--- config.mk ---
export PLATFORM = sky130hd
export DESIGN_NAME = lsu_flat
export DESIGN_NICKNAME = d
export VERILOG_FILES = /design/src/rtl/lsu_pkg.sv /design/src/rtl/lsu_if.sv /design/src/rtl/lsu_align.sv /design/src/rtl/lsu.sv /design/src/flat_wrapper.sv
export SDC_FILE = /design/constraint.sdc
export NUM_CORES = 1
export LEC_CHECK = 0
export ABC_AREA = 1
export ABC_CLOCK_PERIOD_IN_PS = 2650
export CAP_MARGIN = 30
export CORE_MARGIN = 3
export CORE_UTILIZATION = 49
export DETAILED_ROUTE_END_ITERATION = 10
export PLACE_DENSITY = 0.82
export SETUP_SLACK_MARGIN = 0.05
export SYNTH_ARGS = -nofsm -noshare
export SYNTH_HDL_FRONTEND = slang
export SYNTH_SLANG_ARGS = --single-unit
--- constraint.sdc ---
create_clock -name clk -period 2.65 [get_ports clk]
set_input_delay 0.265 -clock clk [delete_from_list [all_inputs] [get_ports clk]]
set_output_delay 0.265 -clock clk [all_outputs]
set_load 0.005 [all_outputs]
--- src/rtl/lsu_pkg.sv ---
// LSU shared definitions: access-op encodings, error codes, FSM states.
package lsu_pkg;

    localparam logic [2:0] OP_B  = 3'b000;
    localparam logic [2:0] OP_H  = 3'b001;
    localparam logic [2:0] OP_W  = 3'b010;
    localparam logic [2:0] OP_D  = 3'b011;
    localparam logic [2:0] OP_BU = 3'b100;
    localparam logic [2:0] OP_HU = 3'b101;
    localparam logic [2:0] OP_WU = 3'b110;

    localparam logic [1:0] ERR_NONE     = 2'b00;
    localparam logic [1:0] ERR_MISALIGN = 2'b01;
    localparam logic [1:0] ERR_ILLEGAL  = 2'b10;
    localparam logic [1:0] ERR_TIMEOUT  = 2'b11;

    typedef enum logic [1:0] {
        S_IDLE,
        S_REQ,
        S_WAIT,
        S_RESP
    } state_t;

endpackage

--- src/rtl/lsu_if.sv ---
// Core-side request/response bundle and memory-side command/return bundle.
interface lsu_req_if #(parameter int XLEN = 32);
    logic            req_valid;
    logic            req_ready;
    logic            req_we;
    logic [2:0]      req_op;
    logic [XLEN-1:0] req_addr;
    logic [XLEN-1:0] req_wdata;
    logic            resp_valid;
    logic            resp_ready;
    logic [XLEN-1:0] resp_rdata;
    logic            resp_err;
    logic [1:0]      resp_err_code;

    modport master (
        output req_valid, req_we, req_op, req_addr, req_wdata, resp_ready,
        input  req_ready, resp_valid, resp_rdata, resp_err, resp_err_code
    );
    modport slave (
        input  req_valid, req_we, req_op, req_addr, req_wdata, resp_ready,
        output req_ready, resp_valid, resp_rdata, resp_err, resp_err_code
    );
endinterface

interface lsu_mem_if #(parameter int XLEN = 32);
    logic              mem_req;
    logic              mem_gnt;
    logic              mem_we;
    logic [XLEN-1:0]   mem_addr;
    logic [XLEN/8-1:0] mem_wstrb;
    logic [XLEN-1:0]   mem_wdata;
    logic              mem_rvalid;
    logic [XLEN-1:0]   mem_rdata;

    modport master (
        output mem_req, mem_we, mem_addr, mem_wstrb, mem_wdata,
        input  mem_gnt, mem_rvalid, mem_rdata
    );
    modport slave (
        input  mem_req, mem_we, mem_addr, mem_wstrb, mem_wdata,
        output mem_gnt, mem_rvalid, mem_rdata
    );
endinterface

--- src/rtl/lsu_align.sv ---
// Lane alignment: store strobe/shift, load extract/extend, legality checks.
module lsu_align
    import lsu_pkg::*;
#(
    parameter int XLEN = 32
) (
    input  logic              we,
    input  logic [2:0]        op,
    input  logic [XLEN-1:0]   addr,
    input  logic [XLEN-1:0]   wdata,
    input  logic [XLEN-1:0]   rdata,
    output logic [XLEN-1:0]   mem_addr,
    output logic [XLEN/8-1:0] wstrb,
    output logic [XLEN-1:0]   mem_wdata,
    output logic [XLEN-1:0]   ld_data,
    output logic [1:0]        err_code
);
    localparam int NB = XLEN / 8;
    localparam int OW = $clog2(NB);

    logic [OW-1:0]   off;
    logic [NB-1:0]   bmask;
    logic [XLEN-1:0] lane;
    logic            illegal;
    logic            misal;

    assign off       = addr[OW-1:0];
    assign mem_addr  = {addr[XLEN-1:OW], {OW{1'b0}}};
    assign mem_wdata = wdata << {off, 3'b000};
    assign wstrb     = bmask << off;
    assign lane      = rdata >> {off, 3'b000};

    always_comb begin
        bmask = '0;
        misal = 1'b0;
        unique case (op[1:0])
            2'b00: bmask = NB'(8'h01);
            2'b01: begin
                bmask = NB'(8'h03);
                misal = addr[0];
            end
            2'b10: begin
                bmask = NB'(8'h0F);
                misal = |addr[1:0];
            end
            2'b11: begin
                bmask = NB'(8'hFF);
                misal = |addr[2:0];
            end
        endcase
    end

    always_comb begin
        ld_data = rdata;
        unique case (op)
            OP_B:    ld_data = XLEN'($signed(lane[7:0]));
            OP_H:    ld_data = XLEN'($signed(lane[15:0]));
            OP_W:    ld_data = XLEN'($signed(lane[31:0]));
            OP_BU:   ld_data = XLEN'(lane[7:0]);
            OP_HU:   ld_data = XLEN'(lane[15:0]);
            OP_WU:   ld_data = XLEN'(lane[31:0]);
            default: ld_data = rdata;
        endcase
    end

    // An illegal op outranks misalignment when both apply.
    assign illegal = (op == 3'b111)
                  || (XLEN == 32 && (op == OP_D || op == OP_WU))
                  || (we && op[2]);

    always_comb begin
        err_code = ERR_NONE;
        priority case (1'b1)
            illegal: err_code = ERR_ILLEGAL;
            misal:   err_code = ERR_MISALIGN;
            default: err_code = ERR_NONE;
        endcase
    end

endmodule

--- src/rtl/lsu.sv ---
// Single-outstanding load/store unit between core and a req/gnt memory port.
module lsu
    import lsu_pkg::*;
#(
    parameter int XLEN    = 32,
    parameter int TIMEOUT = 255
) (
    input  logic      clk,
    input  logic      rst_n,
    lsu_req_if.slave  core,
    lsu_mem_if.master mem
);
    localparam int CW = (TIMEOUT > 1) ? $clog2(TIMEOUT + 1) : 1;
    localparam logic [CW-1:0] TLAST = CW'(TIMEOUT - 1);

    state_t state, nxt;

    logic            we_q;
    logic [2:0]      op_q;
    logic [XLEN-1:0] addr_q, wdata_q;
    logic [CW-1:0]   cnt;
    logic [XLEN-1:0] rdata_q;
    logic            err_q;
    logic [1:0]      code_q;

    logic            idle;
    logic            sel_we;
    logic [2:0]      sel_op;
    logic [XLEN-1:0] sel_addr, sel_wdata;

    logic [XLEN-1:0]   a_addr, a_wdata, ld_data;
    logic [XLEN/8-1:0] a_wstrb;
    logic [1:0]        chk_code;

    logic            lat_en, set_resp, clr_resp, cnt_clr, cnt_inc;
    logic [XLEN-1:0] nrdata;
    logic            nerr;
    logic [1:0]      ncode;

    // Checks look at the incoming request in IDLE, the latched one after.
    assign idle      = (state == S_IDLE);
    assign sel_we    = idle ? core.req_we    : we_q;
    assign sel_op    = idle ? core.req_op    : op_q;
    assign sel_addr  = idle ? core.req_addr  : addr_q;
    assign sel_wdata = idle ? core.req_wdata : wdata_q;

    lsu_align #(.XLEN(XLEN)) u_align (
        .we        (sel_we),
        .op        (sel_op),
        .addr      (sel_addr),
        .wdata     (sel_wdata),
        .rdata     (mem.mem_rdata),
        .mem_addr  (a_addr),
        .wstrb     (a_wstrb),
        .mem_wdata (a_wdata),
        .ld_data   (ld_data),
        .err_code  (chk_code)
    );

    always_ff @(posedge clk or negedge rst_n) begin
        if (!rst_n) state <= S_IDLE;
        else        state <= nxt;
    end

    always_comb begin
        nxt      = state;
        lat_en   = 1'b0;
        set_resp = 1'b0;
        clr_resp = 1'b0;
        cnt_clr  = 1'b0;
        cnt_inc  = 1'b0;
        nrdata   = '0;
        nerr     = 1'b0;
        ncode    = ERR_NONE;
        unique case (state)
            S_IDLE: begin
                if (core.req_valid) begin
                    lat_en = 1'b1;
                    if (chk_code == ERR_NONE) begin
                        nxt = S_REQ;
                    end else begin
                        nxt      = S_RESP;
                        set_resp = 1'b1;
                        nerr     = 1'b1;
                        ncode    = chk_code;
                    end
                end
            end
            S_REQ: begin
                if (mem.mem_gnt) begin
                    if (we_q) begin
                        nxt      = S_RESP;
                        set_resp = 1'b1;
                    end else begin
                        nxt     = S_WAIT;
                        cnt_clr = 1'b1;
                    end
                end
            end
            S_WAIT: begin
                if (mem.mem_rvalid) begin
                    nxt      = S_RESP;
                    set_resp = 1'b1;
                    nrdata   = ld_data;
                end else if (TIMEOUT != 0 && cnt == TLAST) begin
                    nxt      = S_RESP;
                    set_resp = 1'b1;
                    nerr     = 1'b1;
                    ncode    = ERR_TIMEOUT;
                end else begin
                    cnt_inc = 1'b1;
                end
            end
            S_RESP: begin
                if (core.resp_ready) begin
                    nxt      = S_IDLE;
                    clr_resp = 1'b1;
                end
            end
            default: nxt = S_IDLE;
        endcase
    end

    always_ff @(posedge clk or negedge rst_n) begin
        if (!rst_n) begin
            we_q    <= 1'b0;
            op_q    <= '0;
            addr_q  <= '0;
            wdata_q <= '0;
            cnt     <= '0;
            rdata_q <= '0;
            err_q   <= 1'b0;
            code_q  <= ERR_NONE;
        end else begin
            if (lat_en) begin
                we_q    <= core.req_we;
                op_q    <= core.req_op;
                addr_q  <= core.req_addr;
                wdata_q <= core.req_wdata;
            end
            if (cnt_clr)      cnt <= '0;
            else if (cnt_inc) cnt <= cnt + CW'(1);
            if (set_resp) begin
                rdata_q <= nrdata;
                err_q   <= nerr;
                code_q  <= ncode;
            end else if (clr_resp) begin
                rdata_q <= '0;
                err_q   <= 1'b0;
                code_q  <= ERR_NONE;
            end
        end
    end

    assign core.req_ready     = idle;
    assign core.resp_valid    = (state == S_RESP);
    assign core.resp_rdata    = rdata_q;
    assign core.resp_err      = err_q;
    assign core.resp_err_code = code_q;

    assign mem.mem_req   = (state == S_REQ);
    assign mem.mem_we    = (state == S_REQ) && we_q;
    assign mem.mem_addr  = (state == S_REQ) ? a_addr  : '0;
    assign mem.mem_wstrb = (state == S_REQ) ? a_wstrb : '0;
    assign mem.mem_wdata = (state == S_REQ) ? a_wdata : '0;

endmodule

--- src/flat_wrapper.sv ---
// flat-port wrapper written by rule: the top's interface ports become plain ports
module lsu_flat import lsu_pkg::*;
#(
    parameter int XLEN    = 32,
    parameter int TIMEOUT = 255
)
  (clk, rst_n, core_req_valid, core_req_we, core_req_op, core_req_addr, core_req_wdata, core_resp_ready, core_req_ready, core_resp_valid, core_resp_rdata, core_resp_err, core_resp_err_code, mem_mem_req, mem_mem_we, mem_mem_addr, mem_mem_wstrb, mem_mem_wdata, mem_mem_gnt, mem_mem_rvalid, mem_mem_rdata);
  lsu_req_if #(.XLEN(XLEN)) core_i ();
  lsu_mem_if #(.XLEN(XLEN)) mem_i ();
  input  logic clk;
  input  logic rst_n;
  input wire logic [$bits(core_i.req_valid)-1:0] core_req_valid;
  input wire logic [$bits(core_i.req_we)-1:0] core_req_we;
  input wire logic [$bits(core_i.req_op)-1:0] core_req_op;
  input wire logic [$bits(core_i.req_addr)-1:0] core_req_addr;
  input wire logic [$bits(core_i.req_wdata)-1:0] core_req_wdata;
  input wire logic [$bits(core_i.resp_ready)-1:0] core_resp_ready;
  output wire logic [$bits(core_i.req_ready)-1:0] core_req_ready;
  output wire logic [$bits(core_i.resp_valid)-1:0] core_resp_valid;
  output wire logic [$bits(core_i.resp_rdata)-1:0] core_resp_rdata;
  output wire logic [$bits(core_i.resp_err)-1:0] core_resp_err;
  output wire logic [$bits(core_i.resp_err_code)-1:0] core_resp_err_code;
  output wire logic [$bits(mem_i.mem_req)-1:0] mem_mem_req;
  output wire logic [$bits(mem_i.mem_we)-1:0] mem_mem_we;
  output wire logic [$bits(mem_i.mem_addr)-1:0] mem_mem_addr;
  output wire logic [$bits(mem_i.mem_wstrb)-1:0] mem_mem_wstrb;
  output wire logic [$bits(mem_i.mem_wdata)-1:0] mem_mem_wdata;
  input wire logic [$bits(mem_i.mem_gnt)-1:0] mem_mem_gnt;
  input wire logic [$bits(mem_i.mem_rvalid)-1:0] mem_mem_rvalid;
  input wire logic [$bits(mem_i.mem_rdata)-1:0] mem_mem_rdata;
  assign core_i.req_valid = core_req_valid;
  assign core_i.req_we = core_req_we;
  assign core_i.req_op = core_req_op;
  assign core_i.req_addr = core_req_addr;
  assign core_i.req_wdata = core_req_wdata;
  assign core_i.resp_ready = core_resp_ready;
  assign core_req_ready = core_i.req_ready;
  assign core_resp_valid = core_i.resp_valid;
  assign core_resp_rdata = core_i.resp_rdata;
  assign core_resp_err = core_i.resp_err;
  assign core_resp_err_code = core_i.resp_err_code;
  assign mem_mem_req = mem_i.mem_req;
  assign mem_mem_we = mem_i.mem_we;
  assign mem_mem_addr = mem_i.mem_addr;
  assign mem_mem_wstrb = mem_i.mem_wstrb;
  assign mem_mem_wdata = mem_i.mem_wdata;
  assign mem_i.mem_gnt = mem_mem_gnt;
  assign mem_i.mem_rvalid = mem_mem_rvalid;
  assign mem_i.mem_rdata = mem_mem_rdata;
  lsu #(.XLEN(XLEN), .TIMEOUT(TIMEOUT)) u_core (.clk(clk), .rst_n(rst_n), .core(core_i), .mem(mem_i));
endmodule
== Yosys cells after proc, flatten, opt, wreduce, memory -nomap -nowiden ==
Cells that the tools add are included.

* $add $sub $neg: 1
* Equality and inequality tests: 18
* Shifts and indexed selects: 3
* Multiplexer cells: 54
* Reduce and logical (&&, ||, !) cells: 16

{| class="wikitable"
|+ Operators with widths
! kind !! count
|-
| $mux W32 || 8
|-
| $pmux W32 S5 || 1
|-
| $shl A32 B5 Y32 || 1
|-
| $shr A32 B5 Y32 || 1
|-
| $mux W2 || 13
|-
| $mux W1 || 22
|-
| $mux W8 || 2
|-
| $eq A3 B3 Y1 const B || 4
|-
| $pmux W4 S3 || 1
|-
| $add A8 B1 Y8 const B || 1
|-
| $eq A2 B2 Y1 const B || 4
|-
| $eq A8 B8 Y1 const B || 1
|-
| $pmux W2 S4 || 1
|-
| $eq A3 B2 Y1 const B || 2
|-
| $logic_not A2 Y1 || 3
|-
| $pmux W1 S3 || 2
|-
| $reduce_or A2 Y1 || 3
|-
| $eq A2 B1 Y1 const B || 2
|-
| $mux W4 || 1
|-
| $ne A2 B2 Y1 const B || 2
|-
| $pmux W2 S2 || 1
|-
| $reduce_and A4 Y1 || 1
|-
| $reduce_bool A2 Y1 || 2
|-
| $shl A4 B2 Y4 || 1
|-
| 9 further kinds || 12
|}

* Register bits after elaboration: 113
* Input port bits: 106
* Output and inout bits: 107
* Word-level logic and storage cells: 101

== Longest topological paths before layout ==
* Depth after elaboration: 12
* Depth in mapped cells: 15
* Mapped depth without buffers: 14

== By module ==
From an unflattened synthesis, not the netlist that was laid out.

* Cells, all modules: 1,202
* Area, all modules: 7,901.3 sq um

{| class="wikitable"
|+ By module, submodules not included
! module !! times used !! cells an instance !! area each (sq um) !! sequential area each (sq um)
|-
| lsu || 1 || 851 || 6,064.6 || 2,827.7
|-
| lsu_align || 1 || 351 || 1,836.8 || 0.0
|}

== Worst setup path before layout ==
No wires, ideal clock.

* Path kind: reg2out
* From: register u_core.state[0]
* To: output port mem_mem_wdata[24]
* Data arrival time: 1,877 ps
* Data required time: 2,385 ps
* Setup slack: 508 ps
* Stages on the path, launching flop included: 11
* Buffers on the path: 3
* Path through: dfrtp_1 > inv_1 > ha_1 > inv_2 > nand2_1 > nand2_1 > buf_2 > buf_2 > buf_2 > nand2_1 > o22ai_1

* Word-level cells in the longest chain between the ends: 4
* Elaborated cells on any way between the ends: 6
* Classes of those cells: 1 x eq/ne; 1 x shift; 3 x mux; 1 x reduce/logical

{| class="wikitable"
|+ Ends and longest elaborated chain
! what !! RTL line !! source
|-
| from (decl) || lsu.sv:16 || <nowiki>state_t state, nxt;</nowiki>
|-
| from (signal assigned) || lsu.sv:62 || <nowiki>else state <= nxt;</nowiki>
|-
| $logic_not A2 Y1 (*) || lsu.sv:41 || <nowiki>assign idle = (state == S_IDLE);</nowiki>
|-
| net core_req_ready || flat_wrapper.sv:18 || <nowiki>output wire logic [$bits(core_i.req_ready)-1:0] core_req_ready;</nowiki>
|-
| $mux W32 (on tied branches) || lsu.sv:45, lsu.sv:44 ||
|-
| $shl A32 B5 Y32 (*) || lsu_align.sv:29 || <nowiki>assign mem_wdata = wdata << {off, 3'b000};</nowiki>
|-
| $mux W32 (*) || lsu.sv:165 || <nowiki>assign mem.mem_wdata = (state == S_REQ) ? a_wdata : '0;</nowiki>
|-
| to (decl) || flat_wrapper.sv:27 || <nowiki>output wire logic [$bits(mem_i.mem_wdata)-1:0] mem_mem_wdata;</nowiki>
|}

Mark *: on every way through the listed nets, which the timed path passes. The rest lies on a longest branch.

== Final worst setup path ==
* From: register u_core.state[1]
* To: output port mem_mem_wstrb[2]

* Word-level cells in the longest chain between the ends: 7
* Elaborated cells on any way between the ends: 12
* Classes of those cells: 4 x eq/ne; 1 x shift; 4 x mux; 3 x reduce/logical

{| class="wikitable"
|+ Ends and longest elaborated chain
! what !! RTL line !! source
|-
| $logic_not A2 Y1 || lsu.sv:41 ||
|-
| $mux W3 || lsu.sv:43 || <nowiki>assign sel_op = idle ? core.req_op : op_q;</nowiki>
|-
| $eq A2 B2 Y1 || lsu_align.sv:36 || <nowiki>unique case (op[1:0])</nowiki>
|-
| $reduce_or A2 Y1 (no line) || n/a ||
|-
| $pmux W4 S3 || lsu_align.sv:36 ||
|-
| $shl A4 B2 Y4 || lsu_align.sv:30 || <nowiki>assign wstrb = bmask << off;</nowiki>
|-
| $mux W4 (*) || lsu.sv:164 || <nowiki>assign mem.mem_wstrb = (state == S_REQ) ? a_wstrb : '0;</nowiki>
|-
| to (decl) || flat_wrapper.sv:26 || <nowiki>output wire logic [$bits(mem_i.mem_wstrb)-1:0] mem_mem_wstrb;</nowiki>
|}

Every way passes the cells marked *; elsewhere a longest branch is shown, timed or not. The select of a mux whose other input is x is not followed.

==> results.json <==
{
  "run_status": "complete, no violations",
  "port_buffers": 210,
  "p_leak_nw": 5.304,
  "crit-reg2reg-launch": "u_core.state[1]",
  "drcViolationCount": 0,
  "core_mm2": 0.01459,
  "die_x_um": 128.1,
  "synth_edf_count": 0,
  "whs_ns": 0.3482,
  "min_period_over_period_pct": 99.16,
  "dr.pass1.iters": 6,
  "crit_chain": "inv_2 > ha_4 > buf_12 > nand2_1 > nand2_4 > o21ai_2 > nor2_1 > nor2_1 > clkdlybuf4s50_1",
  "synth-seq-area-share_pct": 38.69,
  "arrival_ns": 2.36,
  "postRouteWirelength_um": 23080,
  "max_freq_ghz": 0.3806,
  "vias": 8063,
  "grt_usage_pct": 28.06,
  "setup_viol": 0,
  "ys_warn_count": 0,
  "min_path_type": "in -> async",
  "nFillCells": 1164,
  "synth_top_area_share_pct": 38.69,
  "n_antenna_cell": 0,
  "p_per_area_mw_per_mm2": 1258,
  "synth_ff_type": "dfrtp_1",
  "rsz0062_at_grt": "yes",
  "cts_root_buffer": "clkbuf_16",
  "area_delta_synth_final_pct": 44.51,
  "cp-start-kind": "register",
  "peakVddDrop_uv": 556.1,
  "grt_max_degree": 86,
  "drt-initial-drc-count": 740,
  "cts_buffers": 17,
  "syn_inst": 1084,
  "initial_utilization_pct": 50.09,
  "timing.final.hold_violations": 0,
  "grt_pass1_wl_um": 36940,
  "synth_area_mm2": 0.007308,
  "avgSynthCellArea_um2": 6.742,
  "yosysMostFrequentCell": "nand2_1",
  "cap_violations": 0,
  "globalplace.congestion": 0.9247,
  "clk_pin_slew_ns": 0.06,
  "min_period_ns": 2.628,
  "clock_latency_ns": 0.42,
  "yosys-top-cells-area": "dfrtp_1 (39%), nand2_1 (17%), o21ai_0 (13%)",
  "clock_path_buffers": 2,
  "post_drt_via_cell_ratio": 5.415,
  "multi_input_area_mm2": 0.003787,
  "nNetsFinal": 1404,
  "drtAntennaViolNets": 0,
  "ioPinCount": 213,
  "synth_common_cells": "nand2_1 (332), o21ai_0 (189), inv_1 (122), dfrtp_1 (113), nor2_1 (55)",
  "fp-row-count": 44,
  "crit_type": "reg -> out",
  "cts_tree": "done",
  "finClkSkew_ns": 0.008383,
  "final_core_util_pct": 72.39,
  "die-area_mm2": 0.01642,
  "yosysTopAreaCell": "dfrtp_1",
  "htree_levels": 4,
  "area.sequential_mm2": 0.002828,
  "synth_seq_cells": 113,
  "cts_sinks": 113,
  "worstSetupEndpointType": "output pin",
  "setup-tns-final_ns": 0,
  "path_max_fanout": 37,
  "slowest_delay_ns": 0.46,
  "grt_pass1_vias": 7525,
  "p_total_mw": 13.28,
  "slew_violations": 0,
  "slowest_stage": "clkdlybuf4s50_1",
  "worst_setup_path_startpoint": "u_core.state[1]",
  "crit_required_ns": 2.38,
  "async_reset_ff_share_pct": 100.0,
  "synth_cell_types": 37,
  "drive_gt1_share_pct": 10.42,
  "grt_remaining_overflow": 0,
  "wl_per_cell_um": 15.50,
  "fp.dieH_um": 128.1,
  "hpwl_um": 15910,
  "antenna_found_initial": 0,
  "path_common_cell": "nor2_1"
}
## cell families after synthesis
family / Yosys count / share of synthesized area, %
AND/OR/NAND/NOR: 502 / 29.34
AO/OA/AOI/OAI: 270 / 19.84
buffers and inverters: 191 / 10.92
flip-flops: 113 / 38.69
adder cells (fa/ha/maj): 6 / 1.027
XOR/XNOR: 1 / 0.1199
other: 1 / 0.05131
## worst paths after layout
| check | end | slack (ns) | depth (start not counted) |
|---|---|---|---|
| min in group clk | u_core.addr_q[14] | 0.42 | 3 |
| worst min register to register | u_core.core.resp_rdata[6] | 0.47 | 2 |
| worst max-delay path | mem_mem_wstrb[2] | 0.02 | 9 |
| max in group asynchronous | u_core.core.resp_rdata[4] | 1.50 | 3 |
| worst max register to register | u_core.core.resp_rdata[27] | 0.22 | 14 |
| worst min-delay path | u_core.wdata_q[13] | 0.35 | 2 |
## power by group
part / internal [mW] / switching, mW
clock: 1.77 / 0.816
combinational: 3.22 / 4.67
sequential: 2.45 / 0.360
total: 7.43 / 5.85
## critical path, delay by kind of cell, from the launching register on
kind	cells	cell delay, ns
and+or+nand+nor	4	0.46
AOI/OAI and AO/OA	1	0.09
adders and majority gates	1	0.22
DFF	1	0.39
buffers and inverters	3	0.76
## sequential cells by signal, summed over array words and instances (netlist names)
register	flops
u_core.state	2
u_core.cnt	8
u_core.core.resp_err_code	2
u_core.addr_q	32
u_core.op_q	3
u_core.we_q	1
u_core.core.resp_err	1
u_core.core.resp_rdata	32
u_core.wdata_q	32
## metrics by stage
stage / instances / area, µm² / setup slack [ns]
detailed placement: 1440 / 9572 / 0.003251
global route: 1489 / 10560 / -0.09994
CTS: 1487 / 10460 / -0.06592
floorplan: 1085 / 7312 / 0.5084
finish: 1489 / 10560 / 0.02231
global placement: 1440 / 9572 / 0.05725
## what timing repair did
action                                  4_1_cts  5_1_grt
setup buffers                                13        1
gates resized for setup                      77       45
hold buffers                                  1        0
pin swaps                                     4        4
cloned                                        1        1
endpoints found under the setup margin       88       55
endpoints found under the hold margin        34        0
## layout by cell type, fill, tap and decap left out, drive strengths merged, types with 2 or more instances in the layout
cell type and count:
a211oi 8, a21boi 7, a21oi 41, buf 44, bufinv 5, clkbuf 30, clkdlybuf4s15 4, clkdlybuf4s50 168
clkinv 3, conb 2, dfrtp 113, dlygate4sd2 19, dlymetal6s2s 11, ha 6, inv 124, nand2 349
nand3 48, nand4 16, nor2 57, nor3 28, o21ai 195, o22ai 16, or2 2
## metal layers
| metal | vias up | wire length, µm | GRT usage (%) |
|---|---|---|---|
| met1 | 3690 | 9329 | 35.67 |
| met2 | 384 | 10890 | 45.16 |
| met4 | 0 | 706 | 10.24 |
| li1 | 3917 | - | - |
| met5 | - | 0 | 0 |
| met3 | 72 | 2157 | 8.708 |
## final cells by class
| class | count | share of cell area [%] |
|---|---|---|
| Clock buffer | 23 | 4.620 |
| Clock inverter | 9 | 1.670 |
| Inverter | 124 | 4.454 |
| Multi-Input combinational cell | 781 | 35.86 |
| Sequential cell | 113 | 26.77 |
| Tap cell | 184 | 2.180 |
| Timing Repair Buffer | 255 | 24.44 |
No activity file was read; power rests on OpenSTA's default activity.
